### src/rtl/fleet_march_if.sv
// Handshake bundle between fleet movement logic, the march sequencer and the
// audio unit's fleet square-wave channel.
interface fleet_march_if;
  logic        enable;
  logic        fleet_step;
  logic        pause;
  logic [31:0] period;
  logic        tone_on;
  logic [1:0]  note_idx;

  modport master (
    output enable,
    output fleet_step,
    output pause,
    input  period,
    input  tone_on,
    input  note_idx
  );

  modport slave (
    input  enable,
    input  fleet_step,
    input  pause,
    output period,
    output tone_on,
    output note_idx
  );
endinterface

### src/rtl/fleet_march_sequencer.sv
// Fleet march bass sequencer: each accepted fleet step plays the next note of a
// four-note cycle for NOTE_CYCLES clocks, driving the square period and tone gate.
module fleet_march_sequencer #(
  parameter int unsigned CLK_FREQ = 100_000_000,
  parameter int unsigned NOTE_MS  = 100,
  parameter int unsigned PERIOD_0 = 1_600_000,
  parameter int unsigned PERIOD_1 = 1_800_000,
  parameter int unsigned PERIOD_2 = 2_000_000,
  parameter int unsigned PERIOD_3 = 2_200_000
) (
  input logic          clk,
  input logic          rst_n,
  fleet_march_if.slave fleet
);

  localparam int unsigned NOTE_CYCLES = CLK_FREQ / 32'd1000 * NOTE_MS;
  localparam logic [31:0] NOTE_LOAD   = 32'(NOTE_CYCLES - 32'd1);

  typedef enum logic [0:0] {
    IDLE    = 1'b0,
    PLAYING = 1'b1
  } state_t;

  state_t      state_r, state_s;
  logic [31:0] period_r, period_s;
  logic        tone_on_r, tone_on_s;
  logic [1:0]  note_idx_r, note_idx_s;
  logic [1:0]  next_idx_r, next_idx_s;
  logic [31:0] count_r, count_s;

  function automatic logic [31:0] note_period(input logic [1:0] idx);
    logic [31:0] p;
    case (idx)
      2'd0:    p = 32'(PERIOD_0);
      2'd1:    p = 32'(PERIOD_1);
      2'd2:    p = 32'(PERIOD_2);
      2'd3:    p = 32'(PERIOD_3);
      default: p = 32'(PERIOD_0);
    endcase
    return p;
  endfunction

  // State register and all registered outputs
  always_ff @(posedge clk or negedge rst_n) begin
    if (!rst_n) begin
      state_r    <= IDLE;
      period_r   <= 32'd0;
      tone_on_r  <= 1'b0;
      note_idx_r <= 2'd0;
      next_idx_r <= 2'd0;
      count_r    <= 32'd0;
    end else begin
      state_r    <= state_s;
      period_r   <= period_s;
      tone_on_r  <= tone_on_s;
      note_idx_r <= note_idx_s;
      next_idx_r <= next_idx_s;
      count_r    <= count_s;
    end
  end

  // Next-state: disable beats everything, a step always (re)starts a note
  always_comb begin
    state_s    = state_r;
    period_s   = period_r;
    tone_on_s  = tone_on_r;
    note_idx_s = note_idx_r;
    next_idx_s = next_idx_r;
    count_s    = count_r;
    if (!fleet.enable) begin
      state_s    = IDLE;
      period_s   = 32'd0;
      tone_on_s  = 1'b0;
      note_idx_s = 2'd0;
      next_idx_s = 2'd0;
      count_s    = 32'd0;
    end else if (fleet.fleet_step) begin
      state_s    = PLAYING;
      tone_on_s  = 1'b1;
      note_idx_s = next_idx_r;
      period_s   = note_period(next_idx_r);
      count_s    = NOTE_LOAD;
      next_idx_s = next_idx_r + 2'd1;
    end else begin
      case (state_r)
        PLAYING: begin
          if (fleet.pause) begin
            count_s = count_r;
          end else if (count_r != 32'd0) begin
            count_s = count_r - 32'd1;
          end else begin
            state_s   = IDLE;
            tone_on_s = 1'b0;
            period_s  = 32'd0;
          end
        end
        IDLE: begin
          state_s = IDLE;
        end
        default: begin
          state_s   = IDLE;
          tone_on_s = 1'b0;
          period_s  = 32'd0;
        end
      endcase
    end
  end

  assign fleet.period   = period_r;
  assign fleet.tone_on  = tone_on_r;
  assign fleet.note_idx = note_idx_r;

endmodule
### src/flat_wrapper.sv
// flat-port wrapper written by rule: the top's interface ports become plain ports
module fleet_march_sequencer_flat 
#(
  parameter int unsigned CLK_FREQ = 100_000_000,
  parameter int unsigned NOTE_MS  = 100,
  parameter int unsigned PERIOD_0 = 1_600_000,
  parameter int unsigned PERIOD_1 = 1_800_000,
  parameter int unsigned PERIOD_2 = 2_000_000,
  parameter int unsigned PERIOD_3 = 2_200_000
)
  (clk, rst_n, fleet_enable, fleet_fleet_step, fleet_pause, fleet_period, fleet_tone_on, fleet_note_idx);
  fleet_march_if fleet_i ();
  input logic clk;
  input logic rst_n;
  input wire logic [$bits(fleet_i.enable)-1:0] fleet_enable;
  input wire logic [$bits(fleet_i.fleet_step)-1:0] fleet_fleet_step;
  input wire logic [$bits(fleet_i.pause)-1:0] fleet_pause;
  output wire logic [$bits(fleet_i.period)-1:0] fleet_period;
  output wire logic [$bits(fleet_i.tone_on)-1:0] fleet_tone_on;
  output wire logic [$bits(fleet_i.note_idx)-1:0] fleet_note_idx;
  assign fleet_i.enable = fleet_enable;
  assign fleet_i.fleet_step = fleet_fleet_step;
  assign fleet_i.pause = fleet_pause;
  assign fleet_period = fleet_i.period;
  assign fleet_tone_on = fleet_i.tone_on;
  assign fleet_note_idx = fleet_i.note_idx;
  fleet_march_sequencer #(.CLK_FREQ(CLK_FREQ), .NOTE_MS(NOTE_MS), .PERIOD_0(PERIOD_0), .PERIOD_1(PERIOD_1), .PERIOD_2(PERIOD_2), .PERIOD_3(PERIOD_3)) u_core (.clk(clk), .rst_n(rst_n), .fleet(fleet_i));
endmodule
### config.mk
export PLATFORM = sky130hd
export DESIGN_NAME = fleet_march_sequencer_flat
export DESIGN_NICKNAME = d
export VERILOG_FILES = /design/src/rtl/fleet_march_if.sv /design/src/rtl/fleet_march_sequencer.sv /design/src/flat_wrapper.sv
export SDC_FILE = /design/constraint.sdc
export NUM_CORES = 1
export LEC_CHECK = 0
export ABC_AREA = 1
export CORE_ASPECT_RATIO = 0.8
export CORE_MARGIN = 5
export CORE_UTILIZATION = 55
export DETAILED_ROUTE_END_ITERATION = 6
export HOLD_SLACK_MARGIN = 0.05
export PLACE_DENSITY = 0.77
export SLEW_MARGIN = 20
export SYNTH_ARGS = -nofsm -noshare
export SYNTH_HDL_FRONTEND = slang
export SYNTH_SLANG_ARGS = --single-unit
### constraint.sdc
create_clock -name clk -period 2.4 [get_ports clk]
set_clock_uncertainty 0.1 [all_clocks]
set_input_delay 0.48 -clock clk [delete_from_list [all_inputs] [get_ports clk]]
set_output_delay 0.48 -clock clk [all_outputs]
set_load 0.02 [all_outputs]
==> flow_summary.toml, run 1 <==
[run_status]
status = "complete, no violations"

[global_routing]
grt.overflow.total = 0
grt_pass1_wl_um = 12100
grt_pass1_vias = 2404
grt_use_total_pct = 21.3
grt_max_degree = 26
antenna_found_initial = 0

[floorplanning]
fp.dieW_um = 92.6
design.core.area_um2 = 5380
num_rows = 24
die_area_um2 = 7050
start_util_pct = 55.9
pin_count = 40
die_h_um = 76.1

[route]
drtAntennaViolNets = 0
vias = 2673
routed_wl_um = 7320
drt-initial-drc-count = 276
firstDrtPassIters = 5
vias_per_cell = 5.38
wl_per_cell_um = 14.7
drc_errors = 0

[final_layout]
area_growth_pct = 9.45
n_antenna_cell = 0
fin_nets = 442
final_cell_count_no_fill = 497
drive_gt1_share_pct = 8.80
final_util_pct = 61.2
postLayoutCellArea_um2 = 3290

[pwr]
total_power_mw = 1.82
vdd_ir_drop_max_mv = 0.383
p_per_area_nw_per_um2 = 553
p_leak_nw = 1.64

[cts]
clk_latency_ns = 0.30
post_cts_buffers = 0
ctsHoldBuffers = 0
cts_made_buffers = 5
clk_path_buf_depth = 2
htree_levels = 2
cts_tree = "built"
clkTransAtPathRegs_ns = 0.09
cts_root_buffer = "clkbuf_8"
post_cts_resized = 0
cts_sinks = 46

[sta]
fin_hold_ws_ns = 0.0429
max_slew_margin_pct = 64.4
slew_violations = 0
tightest_slew_ns = 0.534
setup_viol = 0
max_freq_mhz = 470
tns_ns = 0
post-route-min-period_ns = 2.13
period_share_pct = 88.6
rsz0062_at_grt = "no"
hold_viol = 0
setup_slack_ns = 0.273

[yosys]
yosys_most_used_dff = "dfrtp_1"
synthAdderAreaFrac_pct = 2.50
yosysTopAreaCell = "dfrtp_1"
synth_top_area_share_pct = 38.3
synth_area_um2 = 3010
synth_compound_area_share_pct = 11.1
yosys.area_share.simple_pct = 34.4
ys_top_cells_by_area = "dfrtp_1 38%, nand2_1 12%, nor2_1 9.9%"
synth-seq-cells = 46
yosys_warnings = 0
synth_cells = 412
avgSynthCellArea_um2 = 7.29
synth_edf_count = 0
synth.mux.area_fraction_pct = 0
async_flop_share_pct = 100
synth_top_family_by_area = "simple AND/OR/NAND/NOR gates"
synth_xor_area_share_pct = 1.17
synthDistinctLibCells = 32
synth_seq_area_share_pct = 38.3

[worst_setup_path]
cpPeakStageDelay_ns = 0.37
reg2reg_slack_ns = 0.27
crit_family = "simple AND/OR/NAND/NOR gates"
worstSetupPathType = "reg -> reg"
critPathRequiredTime_ns = 2.48
crit_slowest_cell = "dfrtp_1"
crit_path_start_kind = "register"
cp-end-kind = "register"
crit_buf_inv = 1
critical_path_arrival_ns = 2.21
crit_chain = "inv_1 -> ha_1 -> nand2_4 -> nor2_8 -> nand2_4 -> o21ai_4 -> nand2_2 -> nand2_2 -> o21ai_0"
critical_path_peak_fanout = 14

[run]
max_cap_violations = 0

[place]
gp_congestion = 0.953
placed_cell_area_um2 = 3200
dp.final_hpwl_um = 5620
preCtsSetupSlack_ns = 0.235
portBuffers = 23
place_inst = 489

[min_path]
min_path_type = "in -> async"
## layout make-up
cell class	instances	area [µm²]
tap	65	81.3
fill	486	2090
clock buffer	5	68.8
timing repair buffer	31	298
sequential	46	1150
clock inverter	3	21.3
multi-input combinational	312	1540
inverter	35	131
## kinds of logic (layout without fill, tap and decap cells)
family	after synthesis	count (layout)
XOR/XNOR	4	4
adder cells (fa/ha/maj)	6	6
flip-flops	46	46
AO/OA/AOI/OAI	50	50
other	1	16
AND/OR/NAND/NOR	236	236
buffers and inverters	69	74
## layer usage
layer | global-route usage [%] | vias up | wire length (µm)
met1 | 33.3 | 1249 | 3500
met5 | 0 | - | 0
met4 | 4.39 | 0 | 69
li1 | - | 1312 | -
met2 | 31.1 | 105 | 3140
met3 | 3.36 | 7 | 619
## cell usage after synthesis, types with 5 or more instances
cell type / number
nand2_2: 5
a21oi_1: 11
nand2_1: 97
ha_1: 6
nand3_1: 28
inv_1: 34
clkbuf_1: 5
o21bai_1: 5
nor2_1: 79
nor3_1: 6
dfrtp_1: 46
o21ai_0: 22
buf_4: 26
o22ai_2: 7
nand4_1: 11
## cell usage in the layout, fill, tap and decap left out, types with 2 or more instances in the layout
cell type         n
nand2_1          97
nor2_1           79
dfrtp_1          46
inv_1            34
nand3_1          28
o21ai_0          22
clkdlybuf4s50_1  22
conb_1           16
nand4_1          11
a21oi_1          11
o22ai_2           7
buf_4             7
nor3_1            6
ha_1              6
nand2_2           5
o21bai_1          5
clkbuf_8          5
xor2_1            4
nor2_4            3
nand2_4           2
## flip-flops by register name, summed over array words and instances, names as in the netlist
signal                 flops
u_core.state_r             1
u_core.next_idx_r          2
u_core.fleet.note_idx      2
u_core.count_r            32
u_core.fleet.tone_on       1
u_core.fleet.period        8
## path summary, 6_finish.rpt
kind,from,endpoint,cells after the start
worst min-delay path,rst_n,u_core.count_r[3],1
min in group clk,u_core.fleet.note_idx[0],u_core.fleet.note_idx[0],2
worst min register to register,u_core.fleet.note_idx[0],u_core.fleet.note_idx[0],2
max in group asynchronous,rst_n,u_core.state_r,2
worst max-delay path,u_core.count_r[0],u_core.count_r[15],9
worst max register to register,u_core.count_r[0],u_core.count_r[15],9
## worst register-to-register path, stage by stage (launching register included)
cell     delay, ns
dfrtp_1       0.37
inv_1         0.13
ha_1          0.28
nand2_4       0.11
nor2_8        0.18
nand2_4       0.08
o21ai_4       0.19
nand2_2       0.11
nand2_2       0.30
o21ai_0       0.15
## power breakdown
part / internal, mW / switching (mW) / total (mW)
sequential: 0.818 / 0.0511 / 0.869
combinational: 0.151 / 0.308 / 0.459
clock: 0.205 / 0.286 / 0.492
(Power assumes the default switching activity.)
==> run 2, diff against run 1 <==
--- a/config.mk
+++ b/config.mk
@@ -8,10 +8,10 @@
 export ABC_AREA = 1
 export CORE_ASPECT_RATIO = 0.8
 export CORE_MARGIN = 5
-export CORE_UTILIZATION = 55
+export CORE_UTILIZATION = 50
 export DETAILED_ROUTE_END_ITERATION = 6
 export HOLD_SLACK_MARGIN = 0.05
-export PLACE_DENSITY = 0.77
+export PLACE_DENSITY = 0.73
 export SLEW_MARGIN = 20
 export SYNTH_ARGS = -nofsm -noshare
 export SYNTH_HDL_FRONTEND = slang
==> constraint.sdc (replaced) <==
create_clock -name clk -period 1.8 [get_ports clk]
set_clock_uncertainty 0.1 [all_clocks]
set_input_delay 0.36 -clock clk [delete_from_list [all_inputs] [get_ports clk]]
set_output_delay 0.36 -clock clk [all_outputs]
set_load 0.02 [all_outputs]
==> run 2 against run 1 <==
Net effect:
- the flow now finishes with violations (setup timing)
- cell area grew 23%
- flip-flop and latch count unchanged
- critical path depth stayed put
- sequential power rose by 32%
- worst setup slack worse by 0.29 ns
- register-to-register slack worse by 0.29 ns
==> flow_summary.toml, run 2 (synthesis gave the netlist of run 1 again) <==
[floorplanning]
design.core.area_um2 = 5880
num_rows = 25
die_h_um = 79.3
start_util_pct = 51.1
die_area_um2 = 7670
pin_count = 40
fp.dieW_um = 96.7

[final_layout]
drive_gt1_share_pct = 27.4
largest_register_ffs = 32
area_growth_pct = 34.6
n_antenna_cell = 0
top_register = "u_core.count_r"
final_cell_mix = "92 x nand2_1, 66 x buf_4, 59 x nor2_1"
final_common_cell = "nand2_1"
num-fill-cells = 487
fin_nets = 506

[global_routing]
grt_max_degree = 32
antenna_found_initial = 0
grt_pass1_vias = 2866
grt_use_total_pct = 22.3
busiest_layer = "met2"
grtUsageMet1_pct = 30.5
gr-usage-met2_pct = 35.9
grt.overflow.total = 0
grt_pass1_wl_um = 13800
met3_usage_pct = 5.36

[worst_setup_path]
critical_path_peak_fanout = 6
critical_path_arrival_ns = 1.91
crit_chain = "nor2_2 -> nand2_2 -> nor2_8 -> nand2_4 -> o21ai_4 -> nand2_4 -> nand2_2 -> buf_4 -> o21ai_0"
crit_path_start_kind = "register"
critPathRequiredTime_ns = 1.89
crit_slowest_cell = "dfrtp_1"
cp-end-kind = "register"
cpPeakStageDelay_ns = 0.41
worstSetupPathType = "reg -> reg"

[sta]
rsz0062_at_grt = "yes"
slew_violations = 0
setup_slack_ns = -0.0150
post-route-min-period_ns = 1.81
setup_viol = 6
hold_viol = 0
max_freq_mhz = 551
period_share_pct = 101

[place]
dp.final_hpwl_um = 6250
portBuffers = 23
preCtsSetupSlack_ns = -0.112
gp_congestion = 0.952

[run_status]
status = "finished with violations"
failed_checks = "setup timing"

[route]
firstDrtPassIters = 5
wl_per_cell_um = 14.8
drtAntennaViolNets = 0
vias_per_cell = 5.24
routed_wl_um = 8550
drt-initial-drc-count = 241
vias = 3025
drc_errors = 0

[cts]
cts_root_buffer = "clkbuf_8"
clkTransAtPathRegs_ns = 0.09
clk_path_buf_depth = 2
cts_made_buffers = 5
clk_latency_ns = 0.30
cts_sinks = 46
htree_levels = 2
cts_tree = "built"

[run]
max_cap_violations = 0

[pwr]
vdd_ir_drop_max_mv = 0.533
p_leak_nw = 2.22
p_per_area_nw_per_um2 = 732
total_power_mw = 2.96

[min_path]
min_path_type = "reg -> reg"
## run 2: through the flow
step / hold WS (ns) / instance area [µm²] / cells / setup TNS (ns) / util, %
after floorplan: -0.0356 / 3070 / 427 / 0 / -
after global placement: 0.221 / 3630 / 557 / -0.989 / 61.8
after detailed placement: 0.228 / 3630 / 557 / -1.03 / 61.8
after CTS: 0.407 / 3860 / 571 / -0.0207 / 65.6
after global routing: 0.446 / 4040 / 577 / -1.75 / 68.8
final: 0.406 / 4040 / 577 / -0.0441 / 68.8
## run 2: power breakdown
group | internal, mW | switching, mW | leakage (nW)
registers | 1.09 | 0.0633 | 0.611
logic | 0.354 | 0.508 | 1.54
clock network | 0.557 | 0.385 | 0.0683
total | 2.00 | 0.957 | 2.22
## run 2: final timing paths
path,end,start,depth (start not counted),slack (ns)
min in group asynchronous,u_core.count_r[28],rst_n,2,0.43
worst min-delay path,u_core.fleet.period[21],u_core.fleet.period[21],2,0.41
worst min register to register,u_core.fleet.period[21],u_core.fleet.period[21],2,0.41
max in group asynchronous,u_core.count_r[24],rst_n,3,0.65
worst max-delay path,u_core.count_r[6],u_core.count_r[6],9,-0.01
worst max register to register,u_core.count_r[6],u_core.count_r[6],9,-0.01
## run 2: what timing repair did
| item | CTS | global route |
|---|---|---|
| setup buffers | 5 | 5 |
| gates resized for setup | 16 | 46 |
| setup endpoints to repair | 37 | 52 |
| pin swaps | 1 | 7 |
| endpoints found under the hold margin | 15 | 0 |
| hold buffers | 1 | 0 |
| cloned | 0 | 1 |
## run 2: area by class of cell
cell class | instances | area, µm² | share of cell area (%)
sequential | 46 | 1150 | 28.5
inverter | 35 | 134 | 3.31
clock inverter | 3 | 68.8 | 1.70
timing repair buffer | 94 | 818 | 20.2
multi-input combinational | 313 | 1700 | 42.0
tap | 81 | 101 | 2.51
clock buffer | 5 | 68.8 | 1.70
## run 2: routing by layer
metal | up-vias | wire length (µm)
met3 | 11 | 928
met4 | 0 | 82
met1 | 1418 | 3610
met5 | - | 0
met2 | 143 | 3930
li1 | 1453 | -
## run 2: critical path: cells and delay by family, from the launching register on
| family | cells | cell delay, ns |
|---|---|---|
| AOI/OAI and AO/OA | 2 | 0.27 |
| buffers and inverters | 1 | 0.17 |
| DFF | 1 | 0.41 |
| and+or+nand+nor | 6 | 0.76 |
==> run 3, diff against run 2 <==
--- a/config.mk
+++ b/config.mk
@@ -6,12 +6,14 @@
 export NUM_CORES = 1
 export LEC_CHECK = 0
 export ABC_AREA = 1
+export CAP_MARGIN = 30
 export CORE_ASPECT_RATIO = 0.8
 export CORE_MARGIN = 5
-export CORE_UTILIZATION = 50
+export CORE_UTILIZATION = 55
+export CTS_BUF_LIST = sky130_fd_sc_hd__clkbuf_16
 export DETAILED_ROUTE_END_ITERATION = 6
 export HOLD_SLACK_MARGIN = 0.05
-export PLACE_DENSITY = 0.73
+export PLACE_DENSITY = 0.77
 export SLEW_MARGIN = 20
 export SYNTH_ARGS = -nofsm -noshare
 export SYNTH_HDL_FRONTEND = slang
==> constraint.sdc (replaced) <==
create_clock -name clk -period 1.7 [get_ports clk]
set_clock_uncertainty 0.1 [all_clocks]
set_input_delay 0.34 -clock clk [delete_from_list [all_inputs] [get_ports clk]]
set_output_delay 0.34 -clock clk [all_outputs]
set_load 0.02 [all_outputs]
==> run 3 against run 2 <==
Net effect:
- the run still ends with setup timing left
- hold slack worse by 0.016 ns
- clock-buffer cell count stayed put
- global-route usage is 3.2 points higher
- critical path depth is 2 higher
- largest cell class unchanged
- sequential power is 7% higher
- highest routed layer unchanged
- power is 18% higher
- maximum frequency is 6.9% lower
- flip-flop and latch count stayed put
- worst setup slack worse by 0.23 ns
- non-clock buffer count is 24 higher
- critical path type unchanged
- first-iteration DRC count is 41% higher
- cell count is 1.4% higher
==> flow_summary.toml, run 3 (synthesis gave the netlist of run 1 again) <==
[run_status]
status = "finished with violations"
failed_checks = "setup timing"

[sta]
slew_violations = 0
max_freq_mhz = 513
post-route-min-period_ns = 1.95
setup_slack_ns = -0.248
hold_viol = 0
rsz0062_at_grt = "yes"
setup_viol = 42
fin_hold_ws_ns = 0.389
period_share_pct = 115

[worst_setup_path]
critical_path_arrival_ns = 2.08
cp-end-kind = "register"
r2r_cells = 11
critical_path_peak_fanout = 5
critPathRequiredTime_ns = 1.83
worstSetupPathType = "reg -> reg"
crit_path_start_kind = "register"

[final_layout]
n_antenna_cell = 0
top_register = "u_core.count_r"
area_growth_pct = 51.2
final_cell_mix = "77 x buf_4, 69 x nand2_1, 42 x nor2_1, 42 x dfrtp_1, 29 x inv_1"
num-fill-cells = 286
final_common_cell = "buf_4"
final_util_pct = 84.5
drive_gt1_share_pct = 42.9
fin_nets = 530
largest_register_ffs = 32
final_cell_count_no_fill = 585

[cts]
clk_path_buf_depth = 2
clkTransAtPathRegs_ns = 0.07
cts_sinks = 46
htree_levels = 2
clk_latency_ns = 0.30
cts_made_buffers = 5
cts_root_buffer = "clkbuf_16"
cts_tree = "built"

[min_path]
min_path_type = "reg -> reg"
hold_depth = 2

[global_routing]
grt_pass1_vias = 3067
grt_use_total_pct = 25.5
antenna_found_initial = 0
grt_max_degree = 47
grt_pass1_wl_um = 14300
grt.overflow.total = 0

[pwr]
seq_power_share_pct = 35.2
vdd_ir_drop_max_mv = 0.666
p_per_area_nw_per_um2 = 769
p_int_mw = 2.31
p_sw_share_pct = 33.9
pwr-share-comb_pct = 32.4
clkPwrFrac_pct = 32.5
p_leak_nw = 2.36
switchingPower_mw = 1.18

[floorplanning]
die_area_um2 = 7050
die_h_um = 76.1
num_rows = 24
pin_count = 40
start_util_pct = 55.9
fp.dieW_um = 92.6
design.core.area_um2 = 5380

[route]
drc_errors = 0
drt-initial-drc-count = 340
routed_wl_um = 11200
met2_length_um = 5500
top_layer = "met4"
firstDrtPassIters = 5
drtAntennaViolNets = 0
wl_met3_um = 950
met1_length_um = 4130
vias = 3426
vias_per_cell = 5.86
wl_per_cell_um = 19.1

[place]
preCtsSetupSlack_ns = -0.207
portBuffers = 23
gp_congestion = 0.870
place_inst = 551
dp.final_hpwl_um = 5970

[run]
max_cap_violations = 0
[run 3: cell types whose count changed in the layout (fill, tap and decap cells not counted), sizes merged]
cell / before / now
buf: 71 / 95
bufinv: 2 / 1
clkdlybuf4s50: 9 / 4
clkinvlp: 0 / 2
dlygate4sd2: 2 / 16
dlymetal6s2s: 11 / 2
nand2: 105 / 104
[run 3: power groups by stage]
stage / Combinational [mW] / Sequential [mW] / Clock (mW)
detailed placement: 0.826 / 1.24 / 0
CTS: 0.902 / 1.22 / 1.14
floorplan: 0.498 / 1.25 / 0
finish: 1.13 / 1.23 / 1.13
global route: 1.20 / 1.23 / 1.21
global placement: 0.806 / 1.23 / 0
[run 3: final cells by class]
type | instances | area, µm² | area share (%)
Clock buffer | 5 | 125 | 2.75
Clock inverter | 3 | 45.0 | 0.991
Inverter | 35 | 148 | 3.25
Multi-Input combinational cell | 312 | 1960 | 43.1
Sequential cell | 46 | 1160 | 25.4
Tap cell | 65 | 81.3 | 1.79
Timing Repair Buffer | 118 | 1020 | 22.4
Timing Repair inverter | 1 | 16.3 | 0.358
[run 3: worst paths after layout]
kind,start,to,slack [ns]
max in group asynchronous,rst_n,u_core.count_r[24],0.80
max,u_core.count_r[4],u_core.count_r[16],-0.25
min,u_core.fleet.note_idx[0],u_core.fleet.note_idx[0],0.39
max reg2reg,u_core.count_r[4],u_core.count_r[16],-0.25
min reg2reg,u_core.fleet.note_idx[0],u_core.fleet.note_idx[0],0.39
min in group asynchronous,rst_n,u_core.count_r[19],0.44
[run 3: metrics by stage]
step | TNS (ns) | power, mW | instance area, µm²
floorplan | -0.0565 | 1.75 | 3100
global placement | -3.65 | 2.04 | 3710
detailed placement | -6.37 | 2.06 | 3710
CTS | -0.361 | 3.26 | 4100
global route | -7.39 | 3.64 | 4540
finish | -5.00 | 3.49 | 4540
[run 3: timing repair]
item	CTS	global route
pin swaps	16	33
hold buffers	1	0
hold endpoints to repair	46	0
setup endpoints to repair	57	43
gates cloned	2	1
resized for setup	72	96
buffers inserted	7	15
[run 3: critical path: stages (launching register included)]
cell	delay [ns]
dfrtp_2	0.46
nor2_4	0.17
nand2_4	0.09
nor2_8	0.16
buf_6	0.13
buf_4	0.10
buf_4	0.11
nand2_1	0.07
xor2_1	0.16
nor2_1	0.14
nand3_1	0.12
nand2_1	0.08
[run 3: metal layers]
layer | vias up | track usage (%)
li1 | 1500 | -
met1 | 1641 | 32.8
met2 | 219 | 43.0
met3 | 66 | 4.05
met4 | 0 | 9.52
met5 | - | 0
